===== src/rtl/fifo_pkg.sv =====
// rtl/fifo_pkg.sv - shared FIFO pointer-width helper and payload/pointer types
package fifo_pkg;

    // Defaults shared by the FIFO family; individual blocks may override by parameter.
    localparam int FIFO_DATA_WIDTH = 32;
    localparam int FIFO_DEPTH      = 8;
    localparam int FIFO_PTR_WIDTH  = $clog2(FIFO_DEPTH) + 1;

    // Pointer width: index bits plus one wrap bit that separates full from empty.
    function automatic int ptr_width(input int depth);
        return $clog2(depth) + 1;
    endfunction

    typedef logic [FIFO_DATA_WIDTH-1:0] fifo_data_t;
    typedef logic [FIFO_PTR_WIDTH-1:0]  fifo_ptr_t;

endpackage


===== src/rtl/fifo_storage.sv =====
// rtl/fifo_storage.sv - DEPTH x DATA_WIDTH register array, sync write, async read
//
// Ports:
//   clk_in   - clock, write on rising edge
//   areset_b - asynchronous active-low reset, clears every entry
//   wr_en    - store wr_data at wr_addr
//   wr_addr  - write index
//   wr_data  - write payload
//   rd_addr  - read index
//   rd_data  - combinational contents of mem[rd_addr]
module fifo_storage #(
    parameter int DATA_WIDTH = 32,
    parameter int DEPTH      = 8
) (
    input  logic                     clk_in,
    input  logic                     areset_b,
    input  logic                     wr_en,
    input  logic [$clog2(DEPTH)-1:0] wr_addr,
    input  logic [DATA_WIDTH-1:0]    wr_data,
    input  logic [$clog2(DEPTH)-1:0] rd_addr,
    output logic [DATA_WIDTH-1:0]    rd_data
);

    logic [DATA_WIDTH-1:0] mem_q [DEPTH];
    logic [DATA_WIDTH-1:0] mem_d [DEPTH];

    always_comb begin
        mem_d = mem_q;
        if (wr_en) begin
            mem_d[wr_addr] = wr_data;
        end
    end

    always_ff @(posedge clk_in or negedge areset_b) begin
        if (!areset_b) begin
            for (int i = 0; i < DEPTH; i++) begin
                mem_q[i] <= '0;
            end
        end else begin
            mem_q <= mem_d;
        end
    end

    assign rd_data = mem_q[rd_addr];

endmodule


===== src/rtl/fifo_buffer_ctrl.sv =====
// rtl/fifo_buffer_ctrl.sv - synchronous FIFO: pointers, status flags, overflow error
//
// Ports:
//   clk_in, areset_b        - clock and asynchronous active-low reset
//   flush                   - synchronous clear of both pointers (storage untouched)
//   wr_valid/wr_data/wr_ready - write handshake; wr_ready = not full
//   rd_valid/rd_data/rd_ready - read handshake; rd_data is zero while empty
//   fill_count              - stored entries, 0..DEPTH
//   almost_full/almost_empty - fill_count >= AF_LEVEL / <= AE_LEVEL
//   ovf_err/err_clr         - sticky write-while-full flag and its clear
module fifo_buffer_ctrl
    import fifo_pkg::*;
#(
    parameter int DATA_WIDTH = 32,
    parameter int DEPTH      = 8,
    parameter int AF_LEVEL   = DEPTH - 2,
    parameter int AE_LEVEL   = 2
) (
    input  logic                        clk_in,
    input  logic                        areset_b,
    input  logic                        flush,
    input  logic                        wr_valid,
    input  logic [DATA_WIDTH-1:0]       wr_data,
    output logic                        wr_ready,
    output logic                        rd_valid,
    input  logic                        rd_ready,
    output logic [DATA_WIDTH-1:0]       rd_data,
    output logic [ptr_width(DEPTH)-1:0] fill_count,
    output logic                        almost_full,
    output logic                        almost_empty,
    output logic                        ovf_err,
    input  logic                        err_clr
);

    localparam int PW = ptr_width(DEPTH);
    localparam int AW = PW - 1;
    localparam logic [PW-1:0] AF_LVL = PW'(AF_LEVEL);
    localparam logic [PW-1:0] AE_LVL = PW'(AE_LEVEL);

    logic [PW-1:0]         wr_ptr_q, wr_ptr_d;
    logic [PW-1:0]         rd_ptr_q, rd_ptr_d;
    logic                  ovf_err_q, ovf_err_d;
    logic                  full, empty, wr_en, rd_en;
    logic [DATA_WIDTH-1:0] mem_rdata;

    // Same index with opposite wrap bits means the writer is a full lap ahead.
    assign full  = (wr_ptr_q[AW-1:0] == rd_ptr_q[AW-1:0]) && (wr_ptr_q[AW] != rd_ptr_q[AW]);
    assign empty = (wr_ptr_q == rd_ptr_q);

    // Flush discards both requests of its cycle.
    assign wr_en = wr_valid && !full && !flush;
    assign rd_en = rd_ready && !empty && !flush;

    always_comb begin
        wr_ptr_d  = wr_ptr_q;
        rd_ptr_d  = rd_ptr_q;
        ovf_err_d = ovf_err_q;
        if (flush) begin
            wr_ptr_d = '0;
            rd_ptr_d = '0;
        end else begin
            // DEPTH is a power of two, so a plain increment wraps the index
            // and toggles the wrap bit together.
            if (wr_en) wr_ptr_d = wr_ptr_q + 1'b1;
            if (rd_en) rd_ptr_d = rd_ptr_q + 1'b1;
        end
        if (err_clr) begin
            ovf_err_d = 1'b0;
        end else if (wr_valid && full) begin
            ovf_err_d = 1'b1;
        end
    end

    always_ff @(posedge clk_in or negedge areset_b) begin
        if (!areset_b) begin
            wr_ptr_q  <= '0;
            rd_ptr_q  <= '0;
            ovf_err_q <= 1'b0;
        end else begin
            wr_ptr_q  <= wr_ptr_d;
            rd_ptr_q  <= rd_ptr_d;
            ovf_err_q <= ovf_err_d;
        end
    end

    fifo_storage #(
        .DATA_WIDTH (DATA_WIDTH),
        .DEPTH      (DEPTH)
    ) u_storage (
        .clk_in   (clk_in),
        .areset_b (areset_b),
        .wr_en    (wr_en),
        .wr_addr  (wr_ptr_q[AW-1:0]),
        .wr_data  (wr_data),
        .rd_addr  (rd_ptr_q[AW-1:0]),
        .rd_data  (mem_rdata)
    );

    // Pointer difference modulo 2^PW is the occupancy, wrap bit included.
    assign fill_count   = wr_ptr_q - rd_ptr_q;
    assign wr_ready     = !full;
    assign rd_valid     = !empty;
    assign rd_data      = empty ? '0 : mem_rdata;
    assign almost_full  = (fill_count >= AF_LVL);
    assign almost_empty = (fill_count <= AE_LVL);
    assign ovf_err      = ovf_err_q;

endmodule

===== config.mk =====
export PLATFORM = sky130hd
export DESIGN_NAME = fifo_buffer_ctrl
export DESIGN_NICKNAME = d
export VERILOG_FILES = /design/src/rtl/fifo_pkg.sv /design/src/rtl/fifo_storage.sv /design/src/rtl/fifo_buffer_ctrl.sv
export SDC_FILE = /design/constraint.sdc
export NUM_CORES = 1
export LEC_CHECK = 0
export CAP_MARGIN = 20
export CORE_MARGIN = 3
export CORE_UTILIZATION = 40
export DETAILED_ROUTE_END_ITERATION = 10
export DONT_BUFFER_PORTS = 1
export SYNTH_ARGS = -nofsm -noshare
export SYNTH_HDL_FRONTEND = slang
export SYNTH_SLANG_ARGS = --single-unit
export TNS_END_PERCENT = 30

===== constraint.sdc =====
create_clock -name clk_in -period 4.3 [get_ports clk_in]
set_input_delay 1.075 -clock clk_in [delete_from_list [all_inputs] [get_ports clk_in]]
set_output_delay 1.075 -clock clk_in [all_outputs]
set_load 0.02 [all_outputs]

==> impl_metrics.ini, run 1 <==
[grt]
grt_max_degree = 266
grt_pass1_vias = 7608
grt_usage_pct = 16.84
grt.overflow.total = 0
antenna_found_initial = 0
grt_pass1_wl_mm = 43.85

[cts]
numCtsBuffers = 30
htree_levels = 1
clk_path_buf_depth = 3
cts.sinks = 265
clk_pin_slew_ns = 0.06
cts_setup_buffers = 0
clkLatencyLatePin_ns = 0.54
root_buffer = clkbuf_16
cts_tree = yes

[yosys]
synth.area.top_cells = dfrtp_1 (55%), mux2_2 (24%), mux4_2 (12%)
synthTopCellsByCount = dfrtp_1 (265), mux2_2 (258), mux4_2 (64), a22o_1 (32), buf_4 (26)
synth_seq_cells = 265
yosysMostFrequentCell = dfrtp_1
yosys_warnings = 0
async_flop_share_pct = 100.0
syn-instance-count = 751
yosys.area.top_type_share_pct = 54.59
postSynthAreaPerCell_um2 = 16.17
synth_seq_area_share_pct = 54.59
synth.cell_area_um2 = 12150
ys.flop_type = dfrtp_1
synth_edf_count = 0
synth_fp_nets = 795
synth.distinct_cells = 36
yosysTopAreaCell = dfrtp_1

[final_layout]
layout-drive-gt1-share_pct = 54.63
design_area_um2 = 13540
syn2layout_area_growth_pct = 11.48
fin_util_pct = 45.44
diodes = 0
nets = 790

[placement]
placed_cell_area_um2 = 12490
gp_congestion = 0.8129
place.port_buffers = 0
dpl.hpwl_mm = 16.19

[timing]
hold_viol = 0
min_period_ns = 4.042
slew_headroom_pct = 25.65
holdWs_ns = 0.2302
min_period_over_period_pct = 94.00
max_freq_mhz = 247.4
grt_setup_unrepaired = no
fin_worst_skew_ns = 0.02358
tightest_slew_ns = 1.115
finalSetupViolCount = 0
slew_viol_final = 0

[status]
status = completed

[floorplan]
std_cell_rows = 63
initial_core_util_pct = 40.77
die_w_um = 180.3
die_h_um = 180.3
ios = 79
core-area_um2 = 29800
design.die.area_um2 = 32490

[critical_path]
worst_setup_path_start_kind = flip-flop
max_stage_delay_ns = 0.59
required_ns = 3.22
r2r-start = rd_ptr_q[2]$_DFFE_PN0P_
worstReg2RegEnd = u_storage.mem_q[105]$_DFFE_PN0P_
r2r_cells = 6
crit_slowest_cell = a21oi_4
end_kind = output port
path_max_fanout = 18
path_cells = inv_1, ha_1, and3_1, a21oi_4, buf_16, a22o_1
rrSetupSlack_ns = 1.27
arrival_ns = 2.97
worstSetupPathType = flip-flop to output port

[routing]
avgViaCountPerCell = 5.736
drc_errors = 0
wl_mm = 27.25
wl_per_cell_um = 23.55
firstDrtPassIters = 4
drt-initial-drc-count = 417
vias = 6636
ant_nets = 0

[flow_run]
maxCapViolCount = 0

[power_and_ir_drop]
powerDensity_nw_per_um2 = 511.2
p_leak_nw = 6.184
ir_drop_v = 0.0003510
power.total_mw = 6.921

[worst_hold_path]
min_path_type = input port to asynchronous set/reset pin
[layout by cell type (no fill, tap or decap), types with 2 or more instances in the layout]
| master | instances |
|---|---|
| inv_1 | 7 |
| mux4_2 | 64 |
| o31ai_1 | 2 |
| nor2b_1 | 4 |
| clkinv_2 | 4 |
| clkbuf_16 | 31 |
| nor4b_1 | 2 |
| mux2_2 | 258 |
| buf_12 | 2 |
| a21oi_4 | 2 |
| clkinvlp_4 | 2 |
| nand4_1 | 2 |
| o2111ai_1 | 2 |
| dfrtp_1 | 263 |
| a22o_2 | 28 |
| buf_16 | 2 |
| a22o_1 | 3 |
| clkbuf_1 | 10 |
| and3_1 | 2 |
| o211ai_4 | 2 |
| nor2_1 | 10 |
| clkbuf_8 | 5 |
| o211ai_1 | 7 |
| ha_1 | 5 |
| a21oi_1 | 6 |
| mux2_1 | 4 |
| nand2_1 | 4 |
| nor4bb_1 | 3 |
| buf_4 | 13 |
| a21boi_0 | 2 |
[where the power goes]
group / internal (mW) / switching (mW)
logic: 0.737 / 0.660
clock network: 1.46 / 0.958
registers: 2.90 / 0.205
total: 5.10 / 1.82
[worst max path at each step]
stage / from / slack (ns) / end
2_1_floorplan: rd_ptr_q[1]$_DFFE_PN0P_ / 0.76 / rd_data[10]
3_3_place_gp: rd_ptr_q[2]$_DFFE_PN0P_ / 0.64 / rd_data[12]
3_5_place_dp: wr_ptr_q[0]$_DFFE_PN0P_ / 0.50 / rd_data[15]
4_1_cts: wr_ptr_q[0]$_DFFE_PN0P_ / -0.06 / rd_data[11]
5_1_grt: wr_ptr_q[0]$_DFFE_PN0P_ / 0.05 / rd_data[11]
6_report: wr_ptr_q[0]$_DFFE_PN0P_ / 0.26 / rd_data[11]
[cell type report]
class                           instances  area, um^2
Fill cell                            2587       16260
Multi-Input combinational cell        425        5250
Inverter                                7       26.28
Timing Repair Buffer                   17       192.7
Clock inverter                          7       65.06
Sequential cell                       265        6636
Tap cell                              390       488.0
Clock buffer                           46       882.1
[routing by layer]
layer / GRT usage (%) / vias to the layer above / share of wire [%]
met4: 3.869 / 0 / 2.1
met5: 0 / - / 0
li1: - / 2863 / -
met3: 3.593 / 37 / 4.6
met1: 21.29 / 3620 / 42
met2: 29.82 / 116 / 51
[critical path, delay by kind of cell, from the launching register on]
family | cells | cell delay (ns)
DFF | 1 | 0.55
buffers and inverters | 2 | 0.34
adders and majority gates | 1 | 0.32
and+or+nand+nor | 1 | 0.32
AOI/OAI and AO/OA | 2 | 0.87
[flip-flops by register name (all words and copies together) (netlist names)]
register and cells:
u_storage.mem_q 256, rd_ptr_q 4, wr_ptr_q 4, ovf_err 1
[kinds of logic after synthesis]
kind of cell	Yosys count	share of synthesized area, %
XOR/XNOR	3	0.2782
AND/OR/NAND/NOR	32	1.597
adder cells (fa/ha/maj)	6	0.6799
multiplexers	326	36.16
flip-flops	265	54.59
AO/OA/AOI/OAI	58	3.822
buffers and inverters	61	2.874
[through the flow]
stage | cells | TNS, ns | setup WS [ns]
floorplan | 751 | 0 | 0.7598
global placement | 1102 | 0 | 0.6435
finish | 1157 | 0 | 0.2581
CTS | 1155 | -1.174 | -0.06096
global route | 1157 | 0 | 0.05238
detailed placement | 1102 | 0 | 0.5025
[timing repair]
item	in CTS	in global routing
hold buffers	0	0
gates resized for setup	30	0
endpoints found under the setup margin	32	0
No activity file was read; power rests on OpenSTA's default activity.
==> inputs of run 2 (changes only) <==
CORE_UTILIZATION = 64   (was 40)
PLACE_DENSITY = 0.8   (was not set)
==> run 2 against run 1 <==
  * Critical path depth down 1
  * Flip-flop and latch count is the same
  * Via count fell by 0.30%
  * Cell area down 2.8%
  * Critical path type unchanged
  * Total power down 3.7%
  * Clock power down 9.1%
  * Critical endpoint is now rd_data[22]
  * Utilization grew 26 points
  * Sequential share of layout area grew 1.4 points
  * Routed wire length is 10% lower
  * Worst setup slack got worse by 0.10 ns
  * Die area shrank 36%
  * First-iteration DRC count shrank 19%
==> impl_metrics.ini, run 2 (synthesis gave the netlist of run 1 again) <==
[status]
status = completed

[placement]
dpl.hpwl_mm = 14.55
place.port_buffers = 0
placed_cell_area_um2 = 12310
gp_congestion = 0.8682

[final_layout]
final_cell_mix = dfrtp_1 (262), mux2_2 (258), mux4_2 (64)
regMostFlops = u_storage.mem_q
multi_input_area_um2 = 5216
n_fill_cell = 1127
biggestRegsByFlops = u_storage.mem_q x256, rd_ptr_q x4, wr_ptr_q x4
nets = 786
design_area_um2 = 13170
largest_reg_flops = 256
syn2layout_area_growth_pct = 8.395
regArea_um2 = 6638
layout-drive-gt1-share_pct = 51.71
diodes = 0
layout_commonest_cell = dfrtp_1

[timing]
min_period_ns = 4.145
fin_worst_skew_ns = 0.008567
finalSetupViolCount = 0
min_period_over_period_pct = 96.40
grt_setup_unrepaired = no
slew_viol_final = 0
slew_headroom_pct = 22.26
hold_viol = 0
setup-tns-final_ns = 0
max_freq_mhz = 241.2
tightest_slew_ns = 1.163

[critical_path]
worstSetupPathType = flip-flop to output port
path_cells = inv_1, ha_1, and3_1, a21oi_4, a22o_1
arrival_ns = 3.07
r2r_cells = 6
worst_setup_path_start_kind = flip-flop
worstReg2RegEnd = u_storage.mem_q[70]$_DFFE_PN0P_
rrSetupSlack_ns = 1.25
path_max_fanout = 32
max_stage_delay_ns = 0.92
end_kind = output port
crit_slowest_cell = a21oi_4
r2r-start = rd_ptr_q[2]$_DFFE_PN0P_
required_ns = 3.22

[grt]
grt_max_degree = 266
grt_pass1_wl_mm = 39.61
grt.overflow.total = 0
grt_pass1_vias = 7289
grt_usage_pct = 24.68
antenna_found_initial = 0

[cts]
clkLatencyLatePin_ns = 0.52
cts_tree = yes
htree_levels = 1
clk_path_buf_depth = 3
numCtsBuffers = 27
root_buffer = clkbuf_16
cts.sinks = 265
clk_pin_slew_ns = 0.06
cts_hold_buf = 0

[floorplan]
design.die.area_um2 = 20670
ios = 79
die_h_um = 143.8
die_w_um = 143.8
core-area_um2 = 18330
initial_core_util_pct = 66.26
std_cell_rows = 49

[routing]
firstDrtPassIters = 4
avgViaCountPerCell = 6.676
drc_errors = 0
ant_nets = 0
drt-initial-drc-count = 337
vias = 6616
wl_mm = 24.47
wl_per_cell_um = 24.69

[power_and_ir_drop]
p_leak_nw = 6.105
powerDensity_nw_per_um2 = 506.1
ir_drop_v = 0.0003925

[worst_hold_path]
min_path_type = input port to asynchronous set/reset pin

[flow_run]
maxCapViolCount = 0
==> run 2: cell count changes in the layout (fill, tap and decap cells not counted) <==
| cell | previous run | this run |
|---|---|---|
| clkinv_2 | 4 | 3 |
| a22o_2 | 28 | 8 |
| clkinvlp_4 | 2 | 0 |
| buf_16 | 2 | 0 |
| clkbuf_16 | 31 | 27 |
| bufinv_16 | 1 | 0 |
| a22o_1 | 3 | 24 |
| dfrtp_2 | 1 | 2 |
| inv_6 | 0 | 1 |
| clkinv_4 | 0 | 1 |
| a22o_4 | 1 | 0 |
| dfrtp_1 | 263 | 262 |
| buf_12 | 2 | 3 |
| clkbuf_8 | 5 | 7 |
==> run 2: worst max path at each step <==
stage / startpoint / to / slack, ns / depth (start not counted)
final: rd_ptr_q[2]$_DFFE_PN0P_ / rd_data[22] / 0.15 / 5
after global routing: rd_ptr_q[2]$_DFFE_PN0P_ / rd_data[15] / 0.06 / 5
after CTS: wr_ptr_q[0]$_DFFE_PN0P_ / rd_data[8] / 0.1 / 5
after detailed placement: wr_ptr_q[0]$_DFFE_PN0P_ / rd_data[8] / 0.67 / 5
after global placement: wr_ptr_q[0]$_DFFE_PN0P_ / rd_data[15] / 0.83 / 5
after floorplan: rd_ptr_q[1]$_DFFE_PN0P_ / rd_data[10] / 0.76 / 9
==> run 2: final cells by class <==
class | count | area share, %
clock buffers | 44 | 6.148
clock inverters | 5 | 0.2471
inverters | 7 | 0.1996
multi-input cells | 425 | 39.62
flip-flops and latches | 265 | 50.41
well taps | 229 | 2.176
repair buffers | 16 | 1.197
==> run 2: where the power goes <==
group / switching [mW] / internal (mW) / leakage [nW] / total (mW)
sequential: 0.211 / 2.90 / 3.49 / 3.11
combinational: 0.643 / 0.708 / 2.20 / 1.35
clock: 0.918 / 1.28 / 0.415 / 2.20
==> run 2: per-stage QoR <==
| stage | cells | setup WS, ns | power (mW) | hold slack [ns] | util [%] |
|---|---|---|---|---|---|
| 2_1_floorplan | 751 | 0.7598 | 4.219 | 0.4594 | - |
| 3_3_place_gp | 942 | 0.8317 | 4.404 | 0.4685 | 67.17 |
| 3_5_place_dp | 942 | 0.6660 | 4.504 | 0.4813 | 67.17 |
| 4_1_cts | 991 | 0.09810 | 6.720 | 0.2243 | 71.76 |
| 5_1_grt | 991 | 0.06308 | 6.956 | 0.2152 | 71.82 |
| 6_report | 991 | 0.1546 | 6.663 | 0.2489 | 71.82 |
==> run 2: critical path, delay by kind of cell, from the launching register on <==
family	cells	cell delay [ns]
flops	1	0.43
fa+ha+maj	1	0.38
buf+inv	1	0.14
simple gates	1	0.25
compound gates	2	1.35
==> run 2: routing by layer <==
| metal | GRT usage (%) | wire length [um] | vias to the layer above |
|---|---|---|---|
| li1 | - | - | 2839 |
| met1 | 33.01 | 10310 | 3591 |
| met2 | 43.15 | 12650 | 148 |
| met3 | 3.960 | 1074 | 38 |
| met4 | 5.649 | 427 | 0 |
| met5 | 0 | 0 | - |
==> run 2: repair_timing <==
item,4_1_cts,5_1_grt
endpoints found under the setup margin,0,32
setup buffers,0,0
resized for setup,0,9
hold endpoints to repair,0,0
==> inputs of run 3 (changes only) <==
SETUP_SLACK_MARGIN = 0.15   (was not set)
==> run 3 against run 2 <==
  * Clock skew barely moved
  * Routed wire length rose by 5.8%
  * Critical path type unchanged
  * Clock-buffer cell count did not move
==> impl_metrics.ini, run 3 (synthesis gave the netlist of run 1 again) <==
[status]
status = completed

[timing]
timing.final.ws_setup_ns = 0.1544
min_period_ns = 4.146
max_freq_mhz = 241.2
min_period_over_period_pct = 96.41
finalSetupViolCount = 0
hold_viol = 0
fin_worst_skew_ns = 0.008824
slew_viol_final = 0
setup-tns-final_ns = 0
grt_setup_unrepaired = yes
slew_headroom_pct = 9.624
tightest_slew_ns = 1.349

[critical_path]
rrSetupSlack_ns = 1.08
worstReg2RegEnd = u_storage.mem_q[65]$_DFFE_PN0P_
required_ns = 3.22
worstSetupStartpoint = rd_ptr_q[2]$_DFFE_PN0P_
path_cells = inv_1, ha_1, and3_1, a21oi_4, a22o_2
crit_path_end = rd_data[21]
end_kind = output port
r2r-start = rd_ptr_q[2]$_DFFE_PN0P_
max_stage_delay_ns = 0.70
arrival_ns = 3.07
worstSetupPathType = flip-flop to output port
path_max_fanout = 16
crit_slowest_cell = a21oi_4
worst_setup_path_start_kind = flip-flop
r2r_cells = 6

[routing]
firstDrtPassIters = 4
vias = 6699
drc_errors = 0
wl_per_cell_um = 25.97
ant_nets = 0
avgViaCountPerCell = 6.719
drt-initial-drc-count = 389
wl_mm = 25.89

[final_layout]
biggestRegsByFlops = u_storage.mem_q x256, rd_ptr_q x4, wr_ptr_q x4
fin_util_pct = 72.32
final_cell_mix = dfrtp_1 (262), mux2_2 (258), mux4_2 (64)
largest_reg_flops = 256
regMostFlops = u_storage.mem_q
layout_commonest_cell = dfrtp_1
layout-drive-gt1-share_pct = 53.13
syn2layout_area_growth_pct = 9.137
diodes = 0
design_area_um2 = 13260
nets = 792

[power_and_ir_drop]
seqPwrFrac_pct = 46.2
clkPwrFrac_pct = 32.8
switching_share_pct = 27.00
p_switching_mw = 1.821
power.total_mw = 6.744
ir_drop_v = 0.0003920
cell_internal_pwr_mw = 4.923
p_leak_nw = 6.140
powerDensity_nw_per_um2 = 508.7
pwr-share-comb_pct = 21.1

[floorplan]
ios = 79
design.die.area_um2 = 20670
initial_core_util_pct = 66.26
core-area_um2 = 18330
die_h_um = 143.8
die_w_um = 143.8
std_cell_rows = 49

[cts]
cts_tree = yes
clkLatencyLatePin_ns = 0.53
clk_path_buf_depth = 3
htree_levels = 1
numCtsBuffers = 27
root_buffer = clkbuf_16
cts.sinks = 265
clk_pin_slew_ns = 0.06
cts_hold_buf = 0

[grt]
grt_pass1_wl_mm = 39.59
grt.overflow.total = 0
antenna_found_initial = 0
grt_usage_pct = 24.67
grt_max_degree = 266
grt_pass1_vias = 7295

[worst_hold_path]
min_path_type = input port to asynchronous set/reset pin

[placement]
place.port_buffers = 0
post-place-ws_ns = 0.6660
dpl.hpwl_mm = 14.55
placed_cell_area_um2 = 12310
gp_congestion = 0.8682

[flow_run]
maxCapViolCount = 0
-- run 3: final cells by class --
cell class                 count  area (um^2)
tap                          229        286.5
fill                        1117         5075
inverter                       7        26.28
clock inverter                 5        32.53
multi-input combinational    427         5251
timing repair buffer          20        212.7
clock buffer                  44        809.5
sequential                   265         6638
-- run 3: worst max-delay path: cells and delay by family (launching register included) --
kind,cells,cell delay (ns)
compound gates,2,1.06
flops,1,0.48
fa+ha+maj,1,0.35
buf+inv,1,0.31
simple gates,1,0.34
-- run 3: how the worst min path moves through the flow --
stage	startpoint	slack, ns	to
after floorplan	u_storage.mem_q[64]$_DFFE_PN0P_	0.46	u_storage.mem_q[64]$_DFFE_PN0P_
after global placement	u_storage.mem_q[118]$_DFFE_PN0P_	0.47	u_storage.mem_q[118]$_DFFE_PN0P_
after detailed placement	u_storage.mem_q[64]$_DFFE_PN0P_	0.48	u_storage.mem_q[64]$_DFFE_PN0P_
after CTS	areset_b	0.22	u_storage.mem_q[70]$_DFFE_PN0P_
after global routing	areset_b	0.22	u_storage.mem_q[70]$_DFFE_PN0P_
final	areset_b	0.24	u_storage.mem_q[70]$_DFFE_PN0P_
-- run 3: per-layer routing --
layer / share of wire (%) / vias to the layer above / wire [um] / global-route usage [%]
met5: 0 / - / 0 / 0
met4: 1.7 / 0 / 436 / 5.649
met3: 5.8 / 35 / 1504 / 3.960
met2: 52 / 174 / 13400 / 43.15
met1: 41 / 3641 / 10550 / 32.99
li1: - / 2849 / - / -
-- run 3: what timing repair did --
action	in CTS	in global routing
setup endpoints to repair	32	32
gates cloned	0	2
pin swaps	1	4
buffers inserted	0	4
resized for setup	0	18
-- run 3: per-stage QoR --
| step | std cells | hold slack [ns] |
|---|---|---|
| after detailed placement | 942 | 0.4813 |
| after global placement | 942 | 0.4685 |
| after CTS | 991 | 0.2243 |
| after floorplan | 751 | 0.4594 |
| after global routing | 997 | 0.2152 |
| final | 997 | 0.2409 |
-- run 3: power by group through the flow --
stage	combinational [mW]	clock (mW)	sequential [mW]
after global placement	1.31	0	3.09
after detailed placement	1.36	0	3.15
after global routing	1.51	2.36	3.16
after CTS	1.36	2.25	3.11
final	1.42	2.21	3.11
after floorplan	1.16	0	3.06
